<file path="src/rtl/block_write_spi_if.sv">
// block_write_spi_if: SPI pins (sclk, mosi, cs in; miso out) plus the parallel register output `out`.
interface block_write_spi_if #(parameter int Nbit = 32);
  logic sclk, mosi, cs, miso;
  logic [Nbit-1:0] out;
  modport master(output sclk, mosi, cs, input miso, out);
  modport slave(input sclk, mosi, cs, output miso, out);
endinterface

</file>
<file path="src/rtl/block_write_spi.sv">
// block_write_spi: oversampled mode-0 SPI slave with one Nbit write register at param_adr; ports clk, rst (async high), bus (sclk/mosi/cs in, miso/out out).
module block_write_spi #(
  parameter int Nbit = 32,
  parameter logic [6:0] param_adr = 7'd1
) (
  input logic clk,
  input logic rst,
  block_write_spi_if.slave bus
);
  typedef enum logic [2:0] {IDLE, CMD, WRITE, READ, SKIP, DONE} state_t;
  localparam int CW = $clog2(Nbit + 1);
  state_t r_state, w_next;
  logic [1:0] r_sclk_s, r_mosi_s, r_cs_s;
  logic r_sclk_d, r_miso;
  logic [CW-1:0] r_cnt;
  logic [6:0] r_cmd;
  logic [Nbit-2:0] r_data;
  logic [Nbit-1:0] r_rd, r_out;
  logic w_sclk, w_mosi, w_cs, w_rise, w_fall, w_hit, w_last_cmd, w_last_bit;
  logic w_cmd_sh, w_wr_sh, w_wr_done, w_rd_load, w_rd_sh, w_cnt_clr, w_cnt_inc;
  logic [7:0] w_cmd;
  assign w_sclk = r_sclk_s[1];
  assign w_mosi = r_mosi_s[1];
  assign w_cs = r_cs_s[1];
  assign w_rise = w_sclk & ~r_sclk_d;
  assign w_fall = ~w_sclk & r_sclk_d;
  assign w_cmd = {r_cmd, w_mosi};
  assign w_hit = w_cmd[6:0] == param_adr;
  assign w_last_cmd = r_cnt == CW'(7);
  assign w_last_bit = r_cnt == CW'(Nbit - 1);
  assign bus.miso = r_miso;
  assign bus.out = r_out;
  always_ff @(posedge clk or posedge rst)
    if (rst) begin
      r_sclk_s <= '0;
      r_mosi_s <= '0;
      r_cs_s <= 2'b11;
      r_sclk_d <= 1'b0;
    end else begin
      r_sclk_s <= {r_sclk_s[0], bus.sclk};
      r_mosi_s <= {r_mosi_s[0], bus.mosi};
      r_cs_s <= {r_cs_s[0], bus.cs};
      r_sclk_d <= r_sclk_s[1];
    end
  always_ff @(posedge clk or posedge rst)
    if (rst) r_state <= IDLE;
    else r_state <= w_next;
  always_comb begin
    w_next = r_state;
    if (w_cs) w_next = IDLE;
    else
      case (r_state)
        IDLE: w_next = CMD;
        CMD: if (w_rise && w_last_cmd) w_next = !w_hit ? SKIP : w_cmd[7] ? WRITE : READ;
        WRITE, READ: if (w_rise && w_last_bit) w_next = DONE;
        default: w_next = r_state;
      endcase
  end
  always_comb begin
    w_cmd_sh = !w_cs && r_state == CMD && w_rise;
    w_wr_sh = !w_cs && r_state == WRITE && w_rise;
    w_wr_done = r_state == WRITE && w_next == DONE;
    w_rd_load = r_state == CMD && w_next == READ;
    // the fall right after the command byte must not shift: the first data rise samples the MSB
    w_rd_sh = !w_cs && r_state == READ && w_fall && r_cnt != '0;
    w_cnt_clr = w_next != r_state;
    w_cnt_inc = w_rise && (r_state == CMD || r_state == WRITE || r_state == READ);
  end
  always_ff @(posedge clk or posedge rst)
    if (rst) begin
      r_cnt <= '0;
      r_cmd <= '0;
      r_data <= '0;
      r_rd <= '0;
      r_out <= '0;
      r_miso <= 1'b0;
    end else begin
      r_cnt <= w_cnt_clr ? '0 : w_cnt_inc ? r_cnt + 1'b1 : r_cnt;
      if (w_cmd_sh) r_cmd <= w_cmd[6:0];
      if (w_wr_sh) r_data <= {r_data[Nbit-3:0], w_mosi};
      if (w_wr_done) r_out <= {r_data, w_mosi};
      r_rd <= w_rd_load ? r_out : w_rd_sh ? r_rd << 1 : r_rd;
      r_miso <= w_next != READ ? 1'b0 : w_rd_load ? r_out[Nbit-1] : w_rd_sh ? r_rd[Nbit-2] : r_miso;
    end
endmodule

</file>
<file path="src/flat_wrapper.sv">
// flat-port wrapper written by rule: the top's interface ports become plain ports
module block_write_spi_flat 
#(
  parameter int Nbit = 32,
  parameter logic [6:0] param_adr = 7'd1
)
  (clk, rst, bus_sclk, bus_mosi, bus_cs, bus_miso, bus_out);
  block_write_spi_if #(.Nbit(Nbit)) bus_i ();
  input logic clk;
  input logic rst;
  input wire logic [$bits(bus_i.sclk)-1:0] bus_sclk;
  input wire logic [$bits(bus_i.mosi)-1:0] bus_mosi;
  input wire logic [$bits(bus_i.cs)-1:0] bus_cs;
  output wire logic [$bits(bus_i.miso)-1:0] bus_miso;
  output wire logic [$bits(bus_i.out)-1:0] bus_out;
  assign bus_i.sclk = bus_sclk;
  assign bus_i.mosi = bus_mosi;
  assign bus_i.cs = bus_cs;
  assign bus_miso = bus_i.miso;
  assign bus_out = bus_i.out;
  block_write_spi #(.Nbit(Nbit), .param_adr(param_adr)) u_core (.clk(clk), .rst(rst), .bus(bus_i));
endmodule
</file>
<file path="config.mk">
export PLATFORM = sky130hd
export DESIGN_NAME = block_write_spi_flat
export DESIGN_NICKNAME = d
export VERILOG_FILES = /design/src/rtl/block_write_spi_if.sv /design/src/rtl/block_write_spi.sv /design/src/flat_wrapper.sv
export SDC_FILE = /design/constraint.sdc
export NUM_CORES = 1
export LEC_CHECK = 0
export ABC_AREA = 0
export ABC_CLOCK_PERIOD_IN_PS = 5400
export CORE_UTILIZATION = 25
export DETAILED_ROUTE_END_ITERATION = 10
export HOLD_SLACK_MARGIN = 0.12
export SYNTH_ARGS = -nofsm -noshare
export SYNTH_HDL_FRONTEND = slang
export SYNTH_SLANG_ARGS = --single-unit
</file>
<file path="constraint.sdc">
create_clock -name clk -period 5.4 [get_ports clk]
set_input_delay 1.62 -clock clk [delete_from_list [all_inputs] [get_ports clk]]
set_output_delay 1.62 -clock clk [all_outputs]
set_load 0.05 [all_outputs]
</file>
### Word level (Yosys, flattened, before mapping)

Index checks and enable logic that the tools add are counted.

* output and inout bits: 33
* input port bits: 5
* register bits after elaboration: 118

* mux-type cells: 13
* reductions and logical operators: 21
* add/sub/neg operators: 1
* equality and inequality tests: 10
* bitwise logic cells: 4

Operators with widths (count)
* $mux W31: 2
* $logic_and A1 B1 Y1: 12
* $mux W3: 4
* $mux W6: 2
* $eq A3 B2 Y1 const B: 3
* $pmux W3 S3: 1
* $eq A7 B1 Y1 const B: 1
* $add A6 B1 Y6 const B: 1
* $eq A6 B3 Y1 const B: 1
* $eq A6 B5 Y1 const B: 1
* $reduce_bool A6 Y1: 1
* $mux W1: 4
* $reduce_bool A2 Y1: 2
* $eq A3 B1 Y1 const B: 1
* $eq A3 B3 Y1 const B: 1
* $logic_not A3 Y1: 1
* $ne A3 B2 Y1 const B: 1
* $ne A3 B3 Y1: 1
* $reduce_bool A3 Y1: 1
* $and A1 B1 Y1: 2
* $logic_or A1 B1 Y1: 2
* $not A1 Y1: 2
* $reduce_or A2 Y1: 1
* $logic_not A1 Y1: 1

### Longest topological paths before layout

* depth in word-level cells: 10
* gate-level depth with buffers: 6
* mapped depth without buffers: 5

### Least setup slack after synthesis

OpenSTA, ideal clock, no wires.

* kind: reg-to-output
* start point: reg u_core.r_out[31], in the netlist u_core.bus.out[31]
* end point: out bus_out[31]
* data required time: 3.780 ns
* setup slack: 3.168 ns
* arrival time: 0.612 ns
* cell stages (with the launch flop): 1
* path buffers: 0
* cells stage by stage: dfrtp_1

RTL lines
* start, declared: line block_write_spi.sv:18 `logic [Nbit-1:0] r_rd, r_out;`
* start signal, assigned: line block_write_spi.sv:81 `if (w_wr_done) r_out <= {r_data, w_mosi};`
* end, declared: line flat_wrapper.sv:15 `output wire logic [$bits(bus_i.out)-1:0] bus_out;`

No word-level cell between the ends.

### Worst setup path after layout

* start point: reg u_core.r_out[31], in the netlist u_core.bus.out[31]
* end point: out bus_out[31]

No word-level cell between the ends.

==> out/results.tsv <==
stage	metric	value	unit
clock_tree	cts-root-buf	clkbuf_16	
critical_path	critPathSlowestCell	clkdlybuf4s50_1	
cells_and_area	antennaDiodeCount	0	
drt	drtPass1Iterations	4	
logic_synthesis	ys_top_cells_by_area	dfrtp_1 56%, mux2_2 20%, mux2_4 8.7%	
logic_synthesis	syn_nets	343	
critical_path	worstPathMaxFanout	3	
clock_tree	cts_tree	done	
hold_path	holdPathEnd	u_core.r_mosi_s[1]$_DFF_PP0_	
critical_path	regToRegSetupSlack	2500	ps
critical_path	required	3780	ps
clock_tree	cts.repair.resized	0	
pwr	ir_drop	0.000200	V
timing	worst_slew_pin_slew	999	ps
timing	fin_skew	9.92	ps
timing	period_share	60.8	%
clock_tree	numCtsBuffers	17	
critical_path	r2r_start	u_core.r_cnt[0]$_DFFE_PP0P_	
logic_synthesis	synth_warnings	0	
timing	hold_viol	0	
status	status	completed	
placed_design	dp_hpwl	6300	um
cells_and_area	fin_util	31.6	%
cells_and_area	area_growth	23.1	%
logic_synthesis	synth-seq-cells	118	
critical_path	crit_path_start_kind	register	
logic_synthesis	synth_top_area_cell	dfrtp_1	
hold_path	min_path_cells	0	
placed_design	dp_worst_setup_slack	2190	ps
critical_path	critical-path-max-stage-delay	830	ps
logic_synthesis	synth_top_area_share	55.8	%
die	dieArea	21400	um^2
clock_tree	cts.sinks	118	
global_routing	grt_pass1_vias	2986	
timing	slew_headroom	33.4	%
timing	slew_violations	0	
run	cap_viol_max_count	0	
logic_synthesis	ys.flop_type	dfrtp_1	
die	io_pins	38	
logic_synthesis	yosysMostFrequentCell	dfrtp_1	
critical_path	worstSetupPathType	reg -> out	
drt	vias	2798	
timing	setup_viol	0	
clock_tree	clock_path_buffers	2	
placed_design	dpl_cell_area	5830	um^2
drt	viasPerCell	4.21	
critical_path	r2r_end	u_core.bus.out[10]$_DFFE_PP0P_	
pwr	p_leak	0.00307	uW
cells_and_area	nets	388	
timing	fin_tns_setup	0	ps
timing	max_freq	0.304	GHz
logic_synthesis	synth_edf_count	0	
logic_synthesis	seq_area_frac_synth	56.8	%
logic_synthesis	syn_area	5210	um^2
logic_synthesis	ys_async_sr_fraction	100	%
die	rows	52	
drt	drtAntennaViolNets	0	
hold_path	min_from	u_core.r_mosi_s[0]$_DFF_PP0_	
pwr	p_total	2080	uW
logic_synthesis	yosys-top-cells-count	116 x dfrtp_1, 91 x mux2_2, 30 x mux2_4, 12 x nor3_1, 10 x mux2_1	
clock_tree	clk_pin_slew	50	ps
drt	route.detailed.drc	0	
cells_and_area	drive_above_1_share	43.9	%
global_routing	grt_first_pass_wirelength	16000	um
clock_tree	ctsHoldBuffers	0	
logic_synthesis	synthDistinctLibCells	42	
global_routing	antenna_found_initial	0	
logic_synthesis	syn_inst	336	
global_routing	grt_max_degree	83	
cells_and_area	nFillCells	1984	
critical_path	worst-path-buf-inv	1	
drt	drt_iter0_drc	118	
placed_design	portBuffers	37	
clock_tree	cts_setup_buffers	0	
cells_and_area	design_area	6410	um^2
pwr	powerDensity	324	nW/um^2
timing	fin_crit	3280	ps
drt	routed_wl	9500	um
timing	timing.final.ws_setup	2120	ps
global_routing	grt-ovfl-total	0	
critical_path	crit_arrival	1660	ps
placed_design	gp_congestion	0.766	
clock_tree	cts-htree-levels	4	
clock_tree	clkLatencyLatePin	420	ps
critical_path	r2r_cells	6	
die	die_h	146	um
critical_path	crit_chain	clkdlybuf4s50_1	
timing	grt_setup_unrepaired	no	
drt	wl_per_cell	14.3	um
global_routing	grt_usage	9.70	%
critical_path	end_kind	output pin	
hold_path	hp-class	reg -> reg	
logic_synthesis	avgSynthCellArea	15.5	um^2
die	core_area	20300	um^2
die	die_w	146	um
critical_path	cp_top_family	buffers and inverters	
die	initial_core_util	25.6	%
[routing by layer]
layer  share of wire, %  global-route usage [%]  up-vias  wire (um)
li1                   -                       -     1305          -
met1                 45                    11.8     1434       4310
met2                 49                    15.1       46       4640
met3                3.6                    2.78       13        340
met4                2.2                    5.94        0        212
met5                  0                       0        -          0
[logic make-up after synthesis]
logic type | after synthesis | share of synthesized area [%]
mux | 133 | 30.9
simple gates | 43 | 5.77
fa+ha+maj | 2 | 0.481
flops | 118 | 56.8
compound gates | 12 | 2.24
buf+inv | 23 | 3.03
xor+xnor | 5 | 0.841
[cells in the final DEF, fill, tap and decap left out, drive strengths merged, types with 5 or more instances in the layout]
master,synthesis,final
clkdlybuf4s50,0,37
buf,14,6
xnor2,5,5
or3,5,5
dfrtp,116,116
clkbuf,3,18
mux2,131,131
nor3,14,14
clkinv,0,7
inv,6,9
[sequential cells by signal (all words and copies together) (netlist names)]
signal,cells
u_core.r_cmd,7
u_core.r_mosi_s,2
u_core.r_cnt,6
u_core.r_state,3
u_core.r_data,31
u_core.r_cs_s,2
u_core.bus.miso,1
u_core.r_sclk_s,2
u_core.bus.out,32
u_core.r_rd,31
u_core.r_sclk_d,1
[metrics by stage]
step | instances | hold slack, ps
after floorplan | 336 | 331
after global placement | 632 | 335
after detailed placement | 632 | 335
after CTS | 664 | 347
after global routing | 664 | 356
final | 664 | 347
[where the power goes]
group,leakage [uW],internal [uW],total (uW),switching [uW]
clock network,0.000281,682,1090,412
logic,0.00116,29.9,65.5,35.6
registers,0.00162,903,918,14.8
[final cells by class]
cell class	instances	area [um^2]	area share, %
clock buffers	18	429	6.70
inverters	6	25.0	0.391
repair buffers	43	415	6.48
well taps	270	338	5.27
flip-flops and latches	118	2960	46.1
clock inverters	14	151	2.36
multi-input cells	195	2090	32.7
[worst max-delay path by stage]
stage,start,endpoint,slack (ps),depth (start not counted)
3_3_place_gp,rst,u_core.bus.out[28]$_DFFE_PP0P_,2220,3
3_5_place_dp,rst,u_core.bus.out[28]$_DFFE_PP0P_,2190,3
6_report,u_core.bus.out[31]$_DFFE_PP0P_,bus_out[31],2120,1
5_1_grt,u_core.bus.out[4]$_DFFE_PP0P_,bus_out[4],2050,1
2_1_floorplan,rst,u_core.bus.miso$_DFFE_PP0P_,650,1
4_1_cts,u_core.bus.out[8]$_DFFE_PP0P_,bus_out[8],2090,1
Note: power is estimated with default switching activity, not from simulation.
